### config.mk
export PLATFORM = sky130hd
export DESIGN_NAME = mem_responder
export DESIGN_NICKNAME = d
export VERILOG_FILES = /design/src/rtl/mem_responder.sv
export SDC_FILE = /design/constraint.sdc
export NUM_CORES = 1
export LEC_CHECK = 0
export ABC_AREA = 1
export BUFFER_PORTS_ARGS = -buffer_cell sky130_fd_sc_hd__clkbuf_2
export CELL_PAD_IN_SITES_DETAIL_PLACEMENT = 0
export CELL_PAD_IN_SITES_GLOBAL_PLACEMENT = 1
export CORE_MARGIN = 2
export CORE_UTILIZATION = 45
export CTS_CLUSTER_SIZE = 12
export DETAILED_ROUTE_END_ITERATION = 12
export PLACE_DENSITY_LB_ADDON = 0.05
export SKIP_CTS_REPAIR_TIMING = 1
export SLEW_MARGIN = 30
export SYNTH_ARGS = -nofsm -noshare
export SYNTH_HDL_FRONTEND = slang
export SYNTH_SLANG_ARGS = --single-unit
### constraint.sdc
create_clock -name clk -period 2.22 [get_ports clk]
set_input_delay 0.222 -clock clk [delete_from_list [all_inputs] [get_ports clk]]
set_output_delay 0.222 -clock clk [all_outputs]
set_load 0.02 [all_outputs]
### src/rtl/mem_responder.sv
`default_nettype none
// +--------------------------------------------------------------------------+
// | mem_responder: ce/wr/rd command target with register array, latency pipe |
// | Rev 1.0                                                                  |
// +--------------------------------------------------------------------------+
module mem_responder #(
  parameter int ADDR_W = 4,
  parameter int DATA_W = 8,
  parameter int DEPTH  = 12,
  parameter int RD_LAT = 2
) (
  input  logic              clk,
  input  logic              rst,
  input  logic              ce,
  input  logic              wr,
  input  logic              rd,
  input  logic [ADDR_W-1:0] addr,
  input  logic [DATA_W-1:0] wdata,
  output logic [DATA_W-1:0] rdata,
  output logic              rvalid,
  output logic              wack,
  output logic              err,
  output logic              busy
);

  localparam int c_CNT_W = $clog2(RD_LAT + 1);
  localparam int c_IDX_W = (DEPTH < 2) ? 1 : $clog2(DEPTH);
  // One extra bit so DEPTH == 2**ADDR_W is still representable.
  localparam logic [ADDR_W:0] c_DEPTH = (ADDR_W+1)'(DEPTH);

  typedef enum logic [1:0] {
    S_IDLE    = 2'd0,
    S_WRITE   = 2'd1,
    S_RD_WAIT = 2'd2,
    S_ERR     = 2'd3
  } state_t;

  state_t               r_state;
  logic [c_IDX_W-1:0]   r_idx;
  logic [DATA_W-1:0]    r_wdata;
  logic                 r_rd;
  logic [c_CNT_W-1:0]   r_cnt;
  logic [DATA_W-1:0]    r_mem [DEPTH];
  logic [DATA_W-1:0]    r_rdata;
  logic                 r_rvalid;
  logic                 r_wack;
  logic                 r_err;
  logic                 r_busy;

  logic w_accept;
  logic w_oor;

  assign w_accept = (r_state == S_IDLE) && ce && (wr || rd);
  assign w_oor    = ({1'b0, addr} >= c_DEPTH);

  always_ff @(posedge clk) begin
    if (!rst) begin
      r_state  <= S_IDLE;
      r_idx    <= '0;
      r_wdata  <= '0;
      r_rd     <= 1'b0;
      r_cnt    <= '0;
      r_rdata  <= '0;
      r_rvalid <= 1'b0;
      r_wack   <= 1'b0;
      r_err    <= 1'b0;
      r_busy   <= 1'b0;
      for (int i = 0; i < DEPTH; i++) begin
        r_mem[i] <= '0;
      end
    end else begin
      r_rvalid <= 1'b0;
      r_wack   <= 1'b0;
      r_err    <= 1'b0;
      case (r_state)
        S_IDLE: begin
          if (w_accept) begin
            // Out-of-range index is never used: ERR skips the array entirely.
            r_idx   <= addr[c_IDX_W-1:0];
            r_wdata <= wdata;
            r_rd    <= rd;
            r_busy  <= 1'b1;
            if (w_oor) begin
              r_state <= S_ERR;
            end else if (wr) begin
              r_state <= S_WRITE;
            end else begin
              r_state <= S_RD_WAIT;
              r_cnt   <= c_CNT_W'(RD_LAT);
            end
          end
        end
        S_ERR: begin
          r_err   <= 1'b1;
          r_state <= S_IDLE;
          r_busy  <= 1'b0;
        end
        S_WRITE: begin
          r_mem[r_idx] <= r_wdata;
          r_wack       <= 1'b1;
          if (r_rd) begin
            r_state <= S_RD_WAIT;
            r_cnt   <= c_CNT_W'(RD_LAT);
          end else begin
            r_state <= S_IDLE;
            r_busy  <= 1'b0;
          end
        end
        S_RD_WAIT: begin
          if (r_cnt == c_CNT_W'(1)) begin
            r_rdata  <= r_mem[r_idx];
            r_rvalid <= 1'b1;
            r_state  <= S_IDLE;
            r_busy   <= 1'b0;
          end
          r_cnt <= r_cnt - c_CNT_W'(1);
        end
        default: begin
          r_state <= S_IDLE;
          r_busy  <= 1'b0;
        end
      endcase
    end
  end

  assign rdata  = r_rdata;
  assign rvalid = r_rvalid;
  assign wack   = r_wack;
  assign err    = r_err;
  assign busy   = r_busy;

endmodule
`default_nettype wire
# == Word-level counts from Yosys, hierarchy flattened ==
# Memories as Yosys holds them, arrays and structs flattened. A register that Yosys moved wholly into a read port is not among the register bits.
# Cells that the tools add are included.
# word_totals
register_bits,21
ram_bits,96
inputBits,17
out_inout_bits,12
word_cells,59
mem_count,1
# memory_table
memory,depth,width,rd,rd_clocked_by_memory_dff,wr,line,text
r_mem,12,8,1,1,12,43,logic [DATA_W-1:0] r_mem [DEPTH];
# classes
n_addsub,1
order_cmp,1
n_eq_ne,10
mux,24
reduce_logical,13
# ops
op,n
$mux W2,9
$ne A2 B2 Y1 const B,6
$mux W1,10
$mux W8,1
$pmux W2 S4,1
$reduce_and A2 Y1,4
$reduce_or A8 Y1,1
$pmux W2 S3,1
$reduce_and A5 Y1,1
$eq A2 B1 Y1 const B,2
$eq A2 B2 Y1 const B,2
$ge A4 B4 Y1 const B,1
$mux W4,1
$pmux W1 S4,1
$reduce_and A3 Y1,1
$reduce_bool A3 Y1,1
$logic_and A1 B1 Y1,2
$logic_not A2 Y1,1
$sub A2 B1 Y2 const B,1
$logic_not A1 Y1,1
$logic_or A1 B1 Y1,1

# == Logic depth before layout (Yosys ltp) ==
# depth
depth_word,6
mapped_depth,11
depth_no_buf,9

# == Worst setup path before layout ==
# OpenSTA, ideal clock, no wires.
# synth_timing
path_type,register -> register
start,reg r_idx[0]
end,mem r_mem[12][0] (enable)
setup_time_ps,383
arrival_time_ps,1419
required_ps,1837
path_slack_ps,418
path_stages_with_launch,6
path_buffers,2
synth_period_minus_slack_ps,1802
path_cell_list,dfxtp_1 > inv_2 > buf_4 > buf_4 > nand2_1 > nor3_1
# synth_rtl
element,line,text
"start, declared",39,logic [c_IDX_W-1:0] r_idx;
"start signal, assigned",79,r_idx <= addr[c_IDX_W-1:0];
"end, declared",43,

==> flow_metrics.py <==
metrics = {
    "yosys": {
        "async_flop_share": 0,
        "synth-main-ff-cell": "edfxtp_1",
        "ys_top_cells_by_area": "edfxtp_1 56%, nand2_1 15%, dfxtp_1 8.4%",
        "synth-edff-count": 128,
        "synth.distinct_cells": 23,
        "netlist_area_mm2": 0.00688,
        "syn_inst": 741,
        "yosysMostFrequentCell": "nand2_1",
        "synth_commonest_cells": "282 x nand2_1, 128 x edfxtp_1, 119 x nor2_1",
        "ys_ff_latch": 157,
        "syn_nets": 759,
        "synth_area_per_cell_um2": 9.29,
        "synth_largest_area_cell": "edfxtp_1",
        "ys_seq_area_frac": 0.643,
        "yosysWarningCount": 0,
        "yosys.area.top_type_share": 0.559,
    },
    "floorplanning": {
        "core_region_area_mm2": 0.0151,
        "die_width_um": 128,
        "ioPinCount": 29,
        "dieArea_mm2": 0.0163,
        "die_height_um": 128,
        "start_util": 0.456,
        "rows": 45,
    },
    "clock_network": {
        "clockBufferDepth": 2,
        "cts_tree": "done",
        "clkTransAtPathRegs_ns": 0.07,
        "clk_latency_ns": 0.43,
        "root_buffer": "clkbuf_16",
        "cts.sinks": 157,
        "cts_max_level": 4,
        "cts_buffers": 17,
    },
    "global_route": {
        "grt_pass1_wl_um": 27400,
        "overflow": 0,
        "antenna_found_initial": 0,
        "first_global_vias": 4959,
        "grtUsageTotal": 0.228,
        "grt_max_degree": 49,
    },
    "routing": {
        "dr_total_vias": 5044,
        "drtAntennaViolNets": 0,
        "wl_per_cell_um": 18.2,
        "drt_iter0_drc": 384,
        "remaining_drc_errors": 0,
        "dr.pass1.iters": 5,
        "vias_per_cell": 5.20,
        "wirelength_um": 17700,
    },
    "job": {
        "maxCapViolCount": 0,
    },
    "placed_design": {
        "dpl.hpwl_um": 12100,
        "gp_congestion": 0.914,
        "dp_slack_ns": 0.294,
        "io_buffer_count": 28,
        "place_area_mm2": 0.00722,
    },
    "setup_path": {
        "critPathLaunchType": "flip-flop",
        "worst_ep_arrival_time_ns": 1.99,
        "crit_fanout": 9,
        "required_ns": 2.30,
        "crit_type": "reg2reg",
        "r2r_slack_ns": 0.31,
        "cp-end-kind": "flip-flop",
    },
    "power": {
        "power.leakage_nw": 3.14,
        "power_mw": 7.55,
        "peakVddDrop_v": 0.000528,
        "power_density_mw_per_mm2": 968,
    },
    "cells_and_area": {
        "drive_above_1_share": 0.138,
        "area_growth_pct": 13.3,
        "final_area_mm2": 0.00779,
        "nNetsFinal": 787,
        "antenna_cells": 0,
    },
    "timing": {
        "fin_skew_ns": 0.0137,
        "layout_setup_ws_ns": 0.309,
        "tightest_slew_ns": 0.822,
        "hold_viol": 0,
        "hold_ws_ns": 0.0364,
        "fmax_mhz": 523,
        "finalSetupViolCount": 0,
        "slew_headroom": 0.451,
        "maxSlewViolCount": 0,
        "tns_ns": 0,
        "finalCritPeriodShare": 0.861,
        "rsz0062_at_grt": "false",
        "fin_crit_ns": 1.91,
    },
    "min_path": {
        "hold_path_class": "in2reg",
    },
    "outcome": {
        "outcome": "finished clean",
    },
}
==> final cells by class <==
cell class	instances	area (µm²)
inverter	23	86.3
sequential	157	4430
clock buffer	17	425
clock inverter	15	150
fill	1450	7290
multi-input combinational	521	2170
tap	188	235
timing repair buffer	49	298
==> critical path, cell delays in order (launching register included) <==
cell and delay [ns]:
dfxtp_1 0.39, nand2_1 0.14, nor2_4 0.12, inv_2 0.10
nor2_2 0.31, nand2_2 0.19, nand2_1 0.31
==> path summary, 6_finish.rpt <==
kind	from	endpoint	cells past startpoint
hold / removal	rd	r_rd$_SDFFE_PN0P_	2
setup / recovery	r_state[0]$_SDFFE_PN0P_	r_mem[5][6]$_SDFFCE_PN0P_	6
setup reg to reg	r_state[0]$_SDFFE_PN0P_	r_mem[5][6]$_SDFFCE_PN0P_	6
hold reg to reg	r_cnt[1]$_SDFFE_PN0P_	r_cnt[1]$_SDFFE_PN0P_	2
==> kinds of logic (layout without fill, tap and decap cells) <==
kind of cell,after synthesis,after routing,synth area share
AO/OA/AOI/OAI,44,44,0.0324
adder cells (fa/ha/maj),1,1,0.00182
buffers and inverters,63,104,0.0409
flip-flops,157,157,0.643
AND/OR/NAND/NOR,476,476,0.282
==> per-stage QoR <==
| step | std cells | utilization |
|---|---|---|
| after floorplan | 741 | - |
| after global placement | 938 | 0.478 |
| after detailed placement | 938 | 0.478 |
| after CTS | 970 | 0.517 |
| after global routing | 970 | 0.517 |
| final | 970 | 0.517 |
==> power by group <==
| part | internal (mW) | leakage, nW | switching [mW] |
|---|---|---|---|
| Combinational | 0.322 | 1.34 | 0.954 |
| Clock | 1.58 | 0.276 | 1.24 |
| Sequential | 3.35 | 1.52 | 0.0954 |
| Total | 5.26 | 3.14 | 2.29 |
==> cells in the final DEF (no fill, tap or decap) <==
| cell type | n |
|---|---|
| a21oi_1 | 17 |
| buf_4 | 21 |
| bufinv_16 | 1 |
| clkbuf_16 | 17 |
| clkbuf_2 | 28 |
| clkinv_2 | 1 |
| clkinv_4 | 1 |
| clkinvlp_4 | 3 |
| dfxtp_1 | 28 |
| dfxtp_2 | 1 |
| edfxtp_1 | 128 |
| ha_1 | 1 |
| inv_1 | 17 |
| inv_2 | 6 |
| inv_6 | 7 |
| inv_8 | 2 |
| nand2_1 | 282 |
| nand2_2 | 12 |
| nand3_1 | 41 |
| nand3_2 | 1 |
| nand4_1 | 8 |
| nor2_1 | 119 |
| nor2_2 | 2 |
| nor2_4 | 4 |
| nor3_1 | 6 |
| o21a_1 | 1 |
| o21ai_0 | 26 |
| or2_2 | 1 |
==> state kept, by name, summed over array words and instances, names as in the netlist <==
name,flops
rdata,8
r_rd,1
rvalid,1
wack,1
r_idx,4
err,1
r_mem,128
r_state,2
r_cnt,2
r_wdata,8
busy,1
==> per-layer routing <==
layer / track usage / wire length [µm] / up-vias / share of wire
met5: 0 / 0 / - / 0
met4: 0.0827 / 476 / 0 / 0.027
met3: 0.0484 / 843 / 33 / 0.048
met2: 0.360 / 8270 / 138 / 0.47
met1: 0.313 / 8090 / 2390 / 0.46
li1: - / - / 2483 / -
(Power assumes the default switching activity.)
